==> src/rtl/camera_pkg.sv <==
// ---------------------------------------------------------------------------
// camera_pkg
// Shared definitions for the DVP camera transmitter:
//   state_t     - frame FSM states (IDLE, VSYNC, VBP, ACTIVE, VFP)
//   pixel_t     - one RGB565 pixel
//   BAR_*       - the eight colour-bar values of the internal test pattern
//   barColour() - maps a bar index (0..7) to its RGB565 colour
//   maxOf()     - elaboration-time helper for sizing counters
// ---------------------------------------------------------------------------
package camera_pkg;

    typedef enum logic [2:0] {
        ST_IDLE,
        ST_VSYNC,
        ST_VBP,
        ST_ACTIVE,
        ST_VFP
    } state_t;

    typedef logic [15:0] pixel_t;

    localparam pixel_t BAR_WHITE   = 16'hFFFF;
    localparam pixel_t BAR_YELLOW  = 16'hFFE0;
    localparam pixel_t BAR_CYAN    = 16'h07FF;
    localparam pixel_t BAR_GREEN   = 16'h07E0;
    localparam pixel_t BAR_MAGENTA = 16'hF81F;
    localparam pixel_t BAR_RED     = 16'hF800;
    localparam pixel_t BAR_BLUE    = 16'h001F;
    localparam pixel_t BAR_BLACK   = 16'h0000;

    // Bars run left to right from white to black, standard SMPTE-like order.
    function automatic pixel_t barColour(input logic [2:0] idx);
        case (idx)
            3'd0:    barColour = BAR_WHITE;
            3'd1:    barColour = BAR_YELLOW;
            3'd2:    barColour = BAR_CYAN;
            3'd3:    barColour = BAR_GREEN;
            3'd4:    barColour = BAR_MAGENTA;
            3'd5:    barColour = BAR_RED;
            3'd6:    barColour = BAR_BLUE;
            default: barColour = BAR_BLACK;
        endcase
    endfunction

    function automatic int maxOf(input int a, input int b);
        maxOf = (a > b) ? a : b;
    endfunction

endpackage

==> src/rtl/dvp_timing_counter.sv <==
// ---------------------------------------------------------------------------
// dvp_timing_counter
// Byte-slot and line counter for the DVP transmitter. The slot counter runs
// 0..SLOTS-1 and wraps at the end of every line; the line counter counts lines
// within the current FSM phase and wraps to 0 when the FSM says the current
// line is the last one of that phase.
// Ports:
//   clk, reset    - clock, asynchronous active-high reset
//   i_clear       - hold both counters at 0 (FSM idle)
//   i_advance     - step to the next slot (one pulse per pclk period)
//   i_lastLine    - current line is the final line of the current phase
//   o_slotNext    - slot index that the next advance will load
//   o_line        - current line index within the phase
//   o_lastSlot    - current slot is the last slot of the line
// ---------------------------------------------------------------------------
module dvp_timing_counter #(
    parameter int SLOTS  = 1424,
    parameter int SLOT_W = 11,
    parameter int LINE_W = 9
) (
    input  logic              clk,
    input  logic              reset,
    input  logic              i_clear,
    input  logic              i_advance,
    input  logic              i_lastLine,
    output logic [SLOT_W-1:0] o_slotNext,
    output logic [LINE_W-1:0] o_line,
    output logic              o_lastSlot
);

    logic [SLOT_W-1:0] r_slot;
    logic [LINE_W-1:0] r_line;
    logic [LINE_W-1:0] w_lineNext;

    // The next-slot values are exposed so the FSM can register the bus
    // contents for the upcoming slot on the same edge that advances us.
    always_comb begin
        o_lastSlot = (r_slot == SLOT_W'(SLOTS - 1));
        o_slotNext = o_lastSlot ? '0 : r_slot + 1'b1;
        w_lineNext = r_line;
        if (o_lastSlot) begin
            w_lineNext = i_lastLine ? '0 : r_line + 1'b1;
        end
    end

    assign o_line = r_line;

    // Counters only move once per pclk period; idle holds them cleared.
    always_ff @(posedge clk or posedge reset) begin
        if (reset) begin
            r_slot <= '0;
            r_line <= '0;
        end else if (i_clear) begin
            r_slot <= '0;
            r_line <= '0;
        end else if (i_advance) begin
            r_slot <= o_slotNext;
            r_line <= w_lineNext;
        end
    end

endmodule

==> src/rtl/camera_dvp_tx.sv <==
// ---------------------------------------------------------------------------
// camera_dvp_tx
// Generates a DVP (parallel camera) byte stream: pclk_out = clk/2, with
// cam_data/cam_href/cam_vsync updated only on the clk edge that takes pclk_out
// low, so a receiver sampling on pclk rising edges always sees settled data.
// Pixels come from an RGB565 ready/valid stream or from internal colour bars.
// Ports:
//   clk, reset              - clock, asynchronous active-high reset
//   enable                  - start frames and keep streaming
//   test_pattern            - 1 = colour bars, 0 = pixel stream (per frame)
//   pix_data/valid/ready    - RGB565 input stream handshake
//   pclk_out                - DVP pixel clock, low while idle
//   cam_data/href/vsync     - DVP bus
//   frame_done, underrun    - single-clk status pulses
// ---------------------------------------------------------------------------
module camera_dvp_tx
    import camera_pkg::*;
#(
    parameter int H_ACTIVE    = 640,
    parameter int V_ACTIVE    = 480,
    parameter int H_BLANK     = 144,
    parameter int VSYNC_LINES = 3,
    parameter int VBP_LINES   = 17,
    parameter int VFP_LINES   = 10
) (
    input  logic        clk,
    input  logic        reset,
    input  logic        enable,
    input  logic        test_pattern,
    input  logic [15:0] pix_data,
    input  logic        pix_valid,
    output logic        pix_ready,
    output logic        pclk_out,
    output logic [7:0]  cam_data,
    output logic        cam_href,
    output logic        cam_vsync,
    output logic        frame_done,
    output logic        underrun
);

    localparam int SLOTS      = 2 * H_ACTIVE + H_BLANK;
    localparam int HREF_SLOTS = 2 * H_ACTIVE;
    localparam int SLOT_W     = $clog2(SLOTS);
    localparam int LINE_MAX   = maxOf(maxOf(V_ACTIVE, VSYNC_LINES), maxOf(VBP_LINES, VFP_LINES));
    localparam int LINE_W     = (LINE_MAX > 1) ? $clog2(LINE_MAX) : 1;

    state_t            r_state;
    logic              r_pclk;
    logic              r_ready;
    logic [7:0]        r_data;
    logic              r_href;
    logic              r_vsync;
    logic              r_frameDone;
    logic              r_underrun;
    logic              r_testMode;
    pixel_t            r_pix;

    logic [SLOT_W-1:0] w_slotNext;
    logic [LINE_W-1:0] w_line;
    logic              w_lastSlot;
    logic              w_lastLine;
    logic              w_frameEnd;
    state_t            w_nextState;
    logic              w_nextHref;
    logic              w_nextEven;
    logic [2:0]        w_barIdx;
    pixel_t            w_pixel;
    int                w_stateLines;

    dvp_timing_counter #(
        .SLOTS  (SLOTS),
        .SLOT_W (SLOT_W),
        .LINE_W (LINE_W)
    ) u_timing (
        .clk        (clk),
        .reset      (reset),
        .i_clear    (r_state == ST_IDLE),
        .i_advance  (r_pclk),
        .i_lastLine (w_lastLine),
        .o_slotNext (w_slotNext),
        .o_line     (w_line),
        .o_lastSlot (w_lastSlot)
    );

    // Work out what the next slot will be (state, href, pixel) so the bus
    // can be registered directly on the pclk falling edge.
    always_comb begin
        w_stateLines = VSYNC_LINES;
        case (r_state)
            ST_VBP:    w_stateLines = VBP_LINES;
            ST_ACTIVE: w_stateLines = V_ACTIVE;
            ST_VFP:    w_stateLines = VFP_LINES;
            default:   w_stateLines = VSYNC_LINES;
        endcase
        w_lastLine  = (w_line == LINE_W'(w_stateLines - 1));
        w_frameEnd  = (r_state == ST_VFP) && w_lastSlot && w_lastLine;
        w_nextState = r_state;
        if (w_lastSlot && w_lastLine) begin
            case (r_state)
                ST_VSYNC:  w_nextState = ST_VBP;
                ST_VBP:    w_nextState = ST_ACTIVE;
                ST_ACTIVE: w_nextState = ST_VFP;
                ST_VFP:    w_nextState = enable ? ST_VSYNC : ST_IDLE;
                default:   w_nextState = ST_IDLE;
            endcase
        end
        w_nextHref = (w_nextState == ST_ACTIVE) && (w_slotNext < SLOT_W'(HREF_SLOTS));
        w_nextEven = w_nextHref && !w_slotNext[0];
        w_barIdx   = 3'((32'(w_slotNext >> 1) * 32'd8) / 32'(H_ACTIVE));
        if (r_testMode) begin
            w_pixel = barColour(w_barIdx);
        end else if (pix_valid) begin
            w_pixel = pix_data;
        end else begin
            w_pixel = '0;
        end
    end

    // Frame FSM. In idle pclk is parked low; otherwise every clk toggles pclk.
    // The low->high half only raises pix_ready ahead of an even href slot;
    // the high->low half advances the slot and loads the new bus value, so the
    // bus never moves while pclk rises.
    always_ff @(posedge clk or posedge reset) begin
        if (reset) begin
            r_state     <= ST_IDLE;
            r_pclk      <= 1'b0;
            r_ready     <= 1'b0;
            r_data      <= 8'h00;
            r_href      <= 1'b0;
            r_vsync     <= 1'b0;
            r_frameDone <= 1'b0;
            r_underrun  <= 1'b0;
            r_testMode  <= 1'b0;
            r_pix       <= '0;
        end else begin
            r_frameDone <= 1'b0;
            r_underrun  <= 1'b0;
            if (r_state == ST_IDLE) begin
                r_pclk  <= 1'b0;
                r_ready <= 1'b0;
                r_href  <= 1'b0;
                r_data  <= 8'h00;
                if (enable) begin
                    r_state    <= ST_VSYNC;
                    r_vsync    <= 1'b1;
                    r_testMode <= test_pattern;
                end
            end else if (!r_pclk) begin
                r_pclk  <= 1'b1;
                r_ready <= w_nextEven && !r_testMode;
            end else begin
                r_pclk  <= 1'b0;
                r_ready <= 1'b0;
                r_state <= w_nextState;
                r_vsync <= (w_nextState == ST_VSYNC);
                r_href  <= w_nextHref;
                if (w_frameEnd) begin
                    r_frameDone <= 1'b1;
                end
                if (r_state == ST_VFP && w_nextState == ST_VSYNC) begin
                    r_testMode <= test_pattern;
                end
                if (w_nextEven) begin
                    r_pix  <= w_pixel;
                    r_data <= w_pixel[15:8];
                    if (!r_testMode && !pix_valid) begin
                        r_underrun <= 1'b1;
                    end
                end else if (w_nextHref) begin
                    r_data <= r_pix[7:0];
                end else begin
                    r_data <= 8'h00;
                end
            end
        end
    end

    assign pix_ready  = r_ready;
    assign pclk_out   = r_pclk;
    assign cam_data   = r_data;
    assign cam_href   = r_href;
    assign cam_vsync  = r_vsync;
    assign frame_done = r_frameDone;
    assign underrun   = r_underrun;

endmodule
==> config.mk <==
export PLATFORM = sky130hd
export DESIGN_NAME = camera_dvp_tx
export DESIGN_NICKNAME = d
export VERILOG_FILES = /design/src/rtl/camera_pkg.sv /design/src/rtl/dvp_timing_counter.sv /design/src/rtl/camera_dvp_tx.sv
export SDC_FILE = /design/constraint.sdc
export NUM_CORES = 1
export LEC_CHECK = 0
export ABC_AREA = 1
export CORE_ASPECT_RATIO = 1.4
export CORE_MARGIN = 2
export CORE_UTILIZATION = 45
export DETAILED_ROUTE_END_ITERATION = 10
export PLACE_DENSITY = 0.66
export SLEW_MARGIN = 20
export SYNTH_ARGS = -nofsm -noshare
export SYNTH_HDL_FRONTEND = slang
export SYNTH_HIERARCHICAL = 1
export SYNTH_SLANG_ARGS = --single-unit
==> constraint.sdc <==
create_clock -name clk -period 3.9 [get_ports clk]
set_input_delay 0.78 -clock clk [delete_from_list [all_inputs] [get_ports clk]]
set_output_delay 0.78 -clock clk [all_outputs]
set_load 0.05 [all_outputs]
* Word-level counts from Yosys, hierarchy flattened
Cells that the tools add are included.
** Word-level totals
- Bits in registers :: 46
- Input bits :: 21
- Output and inout bits :: 14
- Word-level logic and storage cells :: 94
** Operators by class
- Add/subtract/negate cells :: 3
- Divide/modulo/power cells :: 1
- Order comparisons :: 1
- Equality and inequality tests :: 15
- Muxes and demuxes :: 41
- Bitwise operators :: 1
- Reductions and logical operators :: 20
** Operators with widths (number)
- 16-bit case mux with 7 select lines :: 1
- 9-bit two-way mux :: 4
- 11-bit two-way mux :: 3
- 13-bit by 10-bit divider with 32-bit output (second input constant) :: 1
- 16-bit two-way mux :: 2
- 8-bit two-way mux :: 4
- 9-bit case mux with 3 select lines :: 1
- 1-bit two-way mux :: 21
- 3-bit by 2-bit equality test with 1-bit output (second input constant) :: 5
- 3-bit equality test (second input constant) :: 4
- 3-bit two-way mux :: 4
- 3-bit case mux with 4 select lines :: 1
- 11-bit by 1-bit adder with 11-bit output (second input constant) :: 1
- 11-bit equality test (second input constant) :: 1
- 11-bit < comparator (second input constant) :: 1
- 9-bit by 1-bit adder with 9-bit output (second input constant) :: 1
- 3-bit by 1-bit equality test with 1-bit output (second input constant) :: 3
- 9-bit equality test :: 1
- 9-bit by 2-bit subtractor with 9-bit output (second input constant) :: 1
- 1-bit logical AND :: 8
- 3-bit zero test :: 2
- 3-bit AND reduction :: 2
- 2-bit nonzero test :: 3
- 2-bit AND reduction :: 2
- 3 further kinds :: 5

* Depth between registers and ports, before layout
- Word-level depth :: 12
- Depth in mapped cells :: 25

* Cells and area by module
Netlist, hierarchy kept.
** Modules (own cells, without submodules)
- camera_dvp_tx :: instances 1, cells an instance 282, area each 1871.8 sq um, sequential area each 650.6 sq um
- dvp_timing_counter :: instances 1, cells an instance 190, area each 1300.0 sq um, sequential area each 500.5 sq um

* Worst setup path before layout
No wires, ideal clock.
- Kind :: register to register
- From :: register u_timing.r_slot[0]
- To :: register r_pix[0]
- Setup time :: 0.128 ns
- Arrival :: 3.029 ns
- Data required time :: 3.772 ns
- Path slack :: 0.743 ns
- Stages on the path, launching flop included :: 25
- Period minus slack after synthesis :: 3.157 ns
- Cells stage by stage :: dfrtp_1 > ha_1 > nand2_2 > nor2_2 > nand3_2 > buf_6 > nand3_1 > inv_1 > inv_1 > nand2_1 > ha_1 > inv_1 > a21oi_1 > nor2_2 > nand3_2 > nand2_1 > nand2_1 > inv_2 > nand2_2 > o21ai_0 > or2_2 > nand3_1 > nor2_1 > nand3_1 > a21oi_1
** RTL lines
- from (decl) :: line dvp_timing_counter.sv:31 : logic [SLOT_W-1:0] r_slot;
- from (signal assigned) :: line dvp_timing_counter.sv:57 : r_slot <= o_slotNext;
- 11-bit by 1-bit adder with 11-bit output or 11-bit equality test (tied branches) :: line dvp_timing_counter.sv:39, dvp_timing_counter.sv:38
- 11-bit two-way mux (*) :: line dvp_timing_counter.sv:39 : o_slotNext = o_lastSlot ? '0 : r_slot + 1'b1;
- via w_slotNext[8] :: line camera_dvp_tx.sv:58 : logic [SLOT_W-1:0] w_slotNext;
- 13-bit by 10-bit divider with 32-bit output or 11-bit < comparator (tied branches) :: line camera_dvp_tx.sv:109, camera_dvp_tx.sv:107
- 3-bit equality test, or another cell as far along :: line camera_pkg.sv:33 : case (idx)
- 16-bit case mux with 7 select lines or 1-bit logical AND (tied branches) :: line camera_pkg.sv:33, camera_dvp_tx.sv:108
- 16-bit two-way mux or 3-bit AND reduction (tied branches)
- to (signal assigned) :: line camera_dvp_tx.sv:164 : r_pix <= w_pixel;
- to (decl) :: line camera_dvp_tx.sv:56 : pixel_t r_pix;
Mark *: on every way through the listed nets, which the timed path passes. The rest lies on a longest branch.
A chain may end at the register's enable or synchronous reset.

* Worst setup path after layout
- From :: register u_timing.r_slot[0]
- To :: register r_pix[4]
Same word-level chain as after synthesis.

==> impl_metrics.py <==
metrics = {
    "cts": {
        "cts_buffers": 5,
        "cts_htree_levels": 2,
        "clockBufferDepth": 2,
        "cts_sinks": 46,
        "clkLatencyLatePin_ns": 0.30,
        "clk_pin_slew_ns": 0.09,
        "root_buffer": "clkbuf_8",
        "cts_tree": "yes",
    },
    "run_status": {
        "outcome": "complete, no violations",
    },
    "route": {
        "ant_nets": 0,
        "drtIter0Drc": 157,
        "viasPerCell": 5.113,
        "drc": 0,
        "drtPass1Iterations": 4,
        "postRouteWirelength_mm": 7.377,
        "vias": 3073,
        "avgRoutedWirePerCell_um": 12.27,
    },
    "worst_setup_path": {
        "path_buf_inv": 4,
        "worstSetupPathType": "reg2reg",
        "cpPeakStageDelay_ns": 0.46,
        "crit_chain": "ha_1 > nand2_2 > nor2_2 > nand3_4 > nand3_1 > inv_1 > inv_1 > nand2_1 > ha_1 > inv_1 > a21oi_2 > nor2_2 > nand3_2 > nand2_1 > inv_1 > nor2_2 > nand3_2 > nand2_1 > nand3_1 > nor2_1 > nand3_1 > a21oi_1",
        "critPathTopFamily": "simple AND/OR/NAND/NOR gates",
        "worst_path_most_repeated_cell": "inv_1",
        "critPathSlowestCell": "dfrtp_1",
        "endpoint_kind": "flop",
        "worstPathArrival_ns": 3.69,
        "crit_fanout": 11,
        "crit_path_start_kind": "flop",
        "critical_path_required_ns": 4.13,
    },
    "sta": {
        "finClkSkew_ns": 0.007493,
        "hold_viol": 0,
        "rsz0062_at_grt": "false",
        "relSlewSlack": 0.3747,
        "slew_viol_final": 0,
        "final.min_clock_period_ns": 3.460,
        "worstMarginPinSlew_ns": 0.9322,
        "setup_viol_count_final": 0,
        "setup_tns_ns": 0,
        "post-route-period-util": 0.8872,
        "fmax_ghz": 0.2890,
    },
    "power": {
        "leakage_nw": 1.979,
        "vdd_drop_max_mv": 0.1188,
        "power.density_nw_per_um2": 222.7,
    },
    "synthesis": {
        "syn_nets": 494,
        "yosysWarnings": 6,
        "synth.cell_area_sq_um": 3161,
        "avgSynthCellArea_sq_um": 6.739,
        "synthCells": 469,
    },
    "finish": {
        "fillCellCount": 697,
        "num_antenna_cells": 0,
        "drive_above_1_share": 0.08300,
        "area_growth_pct": 17.18,
        "fin_nets": 530,
        "fin_area_sq_um": 3704,
    },
    "global_routing": {
        "grt_pass1_wl_mm": 12.70,
        "grt_pass1_vias": 3035,
        "grt_max_degree": 27,
        "antenna_found_initial": 0,
        "gr-total-overflow": 0,
        "grt_usage": 0.2093,
    },
    "floorplanning": {
        "start_util": 0.4586,
        "die_area_sq_um": 7719,
        "core_region_area_sq_um": 6892,
        "num_io_pins": 35,
        "die_w_um": 74.83,
        "rows": 36,
        "fp.dieH_um": 103.2,
    },
    "placed_design": {
        "gp_congestion": 0.9274,
        "place_area_sq_um": 3592,
        "port-buffer-count": 34,
        "hpwlAfterDp_mm": 5.690,
    },
    "hold_path": {
        "min_path_type": "reg2reg",
    },
    "flow_run": {
        "cap_violations": 0,
    },
}
[layout make-up]
class                   count  area [sq um]  area share
multi-input cells         352          1743      0.4706
flip-flops and latches     46          1151      0.3108
repair buffers             36         355.3     0.09595
inverters                  64         240.2     0.06486
well taps                  95         118.9     0.03209
clock buffers               6         82.58     0.02230
clock inverters             2         12.51    0.003378
[worst paths after layout]
| check | startpoint | end | slack, ns | cells after the start |
|---|---|---|---|---|
| max in group asynchronous | reset | u_timing/r_slot[6]$_DFFE_PP0P_ | 2.39 | 2 |
| max reg2reg | u_timing/r_slot[0]$_DFFE_PP0P_ | r_pix[4]$_DFFE_PP0P_ | 0.44 | 22 |
| max | u_timing/r_slot[0]$_DFFE_PP0P_ | r_pix[4]$_DFFE_PP0P_ | 0.44 | 22 |
| min in group asynchronous | reset | r_testMode$_DFFE_PP0P_ | 0.94 | 2 |
| min reg2reg | cam_data[6]$_DFFE_PP0N_ | cam_data[6]$_DFFE_PP0N_ | 0.48 | 2 |
| min | cam_data[6]$_DFFE_PP0N_ | cam_data[6]$_DFFE_PP0N_ | 0.48 | 2 |
[tightest hold or removal path: cells and delay by family, from the launching register on]
kind             cells  cell delay, ns
and+or+nand+nor      2            0.10
DFF                  1            0.35
[per-layer routing]
metal | vias to the layer above | track usage | part of all wire
met3 | 12 | 0.02933 | 0.033
met2 | 75 | 0.4028 | 0.52
li1 | 1583 | - | -
met1 | 1403 | 0.2214 | 0.43
met5 | - | 0 | 0
met4 | 0 | 0.08242 | 0.015
[state kept, by name (all words and copies together) (netlist names)]
| name | cells |
|---|---|
| cam_data | 8 |
| cam_href | 1 |
| cam_vsync | 1 |
| frame_done | 1 |
| pclk_out | 1 |
| pix_ready | 1 |
| r_pix | 8 |
| r_state | 3 |
| r_testMode | 1 |
| u_timing/o_line | 9 |
| u_timing/r_slot | 11 |
| underrun | 1 |
[repair_timing]
item,CTS,global route
endpoints found under the hold margin,0,0
endpoints found under the setup margin,0,5
hold buffers,0,0
buffers inserted,0,0
resized for setup,0,3
[per-stage QoR]
step	power [mW]	cells	setup slack (ns)	utilization	hold slack [ns]
floorplan	0.4944	469	0.7434	-	0.4596
global placement	0.5195	593	0.4535	0.5212	0.4608
detailed placement	0.5195	593	0.3210	0.5212	0.4642
CTS	0.8325	601	0.3101	0.5350	0.4875
global route	0.8573	601	0.0006866	0.5374	0.5221
finish	0.8246	601	0.4398	0.5374	0.4830
[where the power goes]
| group | switching, mW | internal, mW | leakage, nW |
|---|---|---|---|
| Sequential | 0 | 0.477 | 0.587 |
| Clock | 0.172 | 0.143 | 0.0472 |
| Combinational | 0.0146 | 0.0182 | 1.34 |
[cell usage in the layout (no fill, tap or decap), types with 3 or more instances in the layout]
cell	instances
ha_1	4
inv_2	5
clkdlybuf4s50_1	34
o22ai_1	4
inv_1	58
xnor2_1	4
nand2_1	158
nand3_1	42
nor3_1	3
nand3_2	8
nor2_2	6
dfrtp_1	46
clkbuf_8	6
nand4_1	14
o21ai_1	8
o21ai_0	4
nor2_1	40
a21oi_1	29
nand2_2	3
xor2_1	5
nor2_4	3
o21bai_1	3
(Power assumes the default switching activity.)
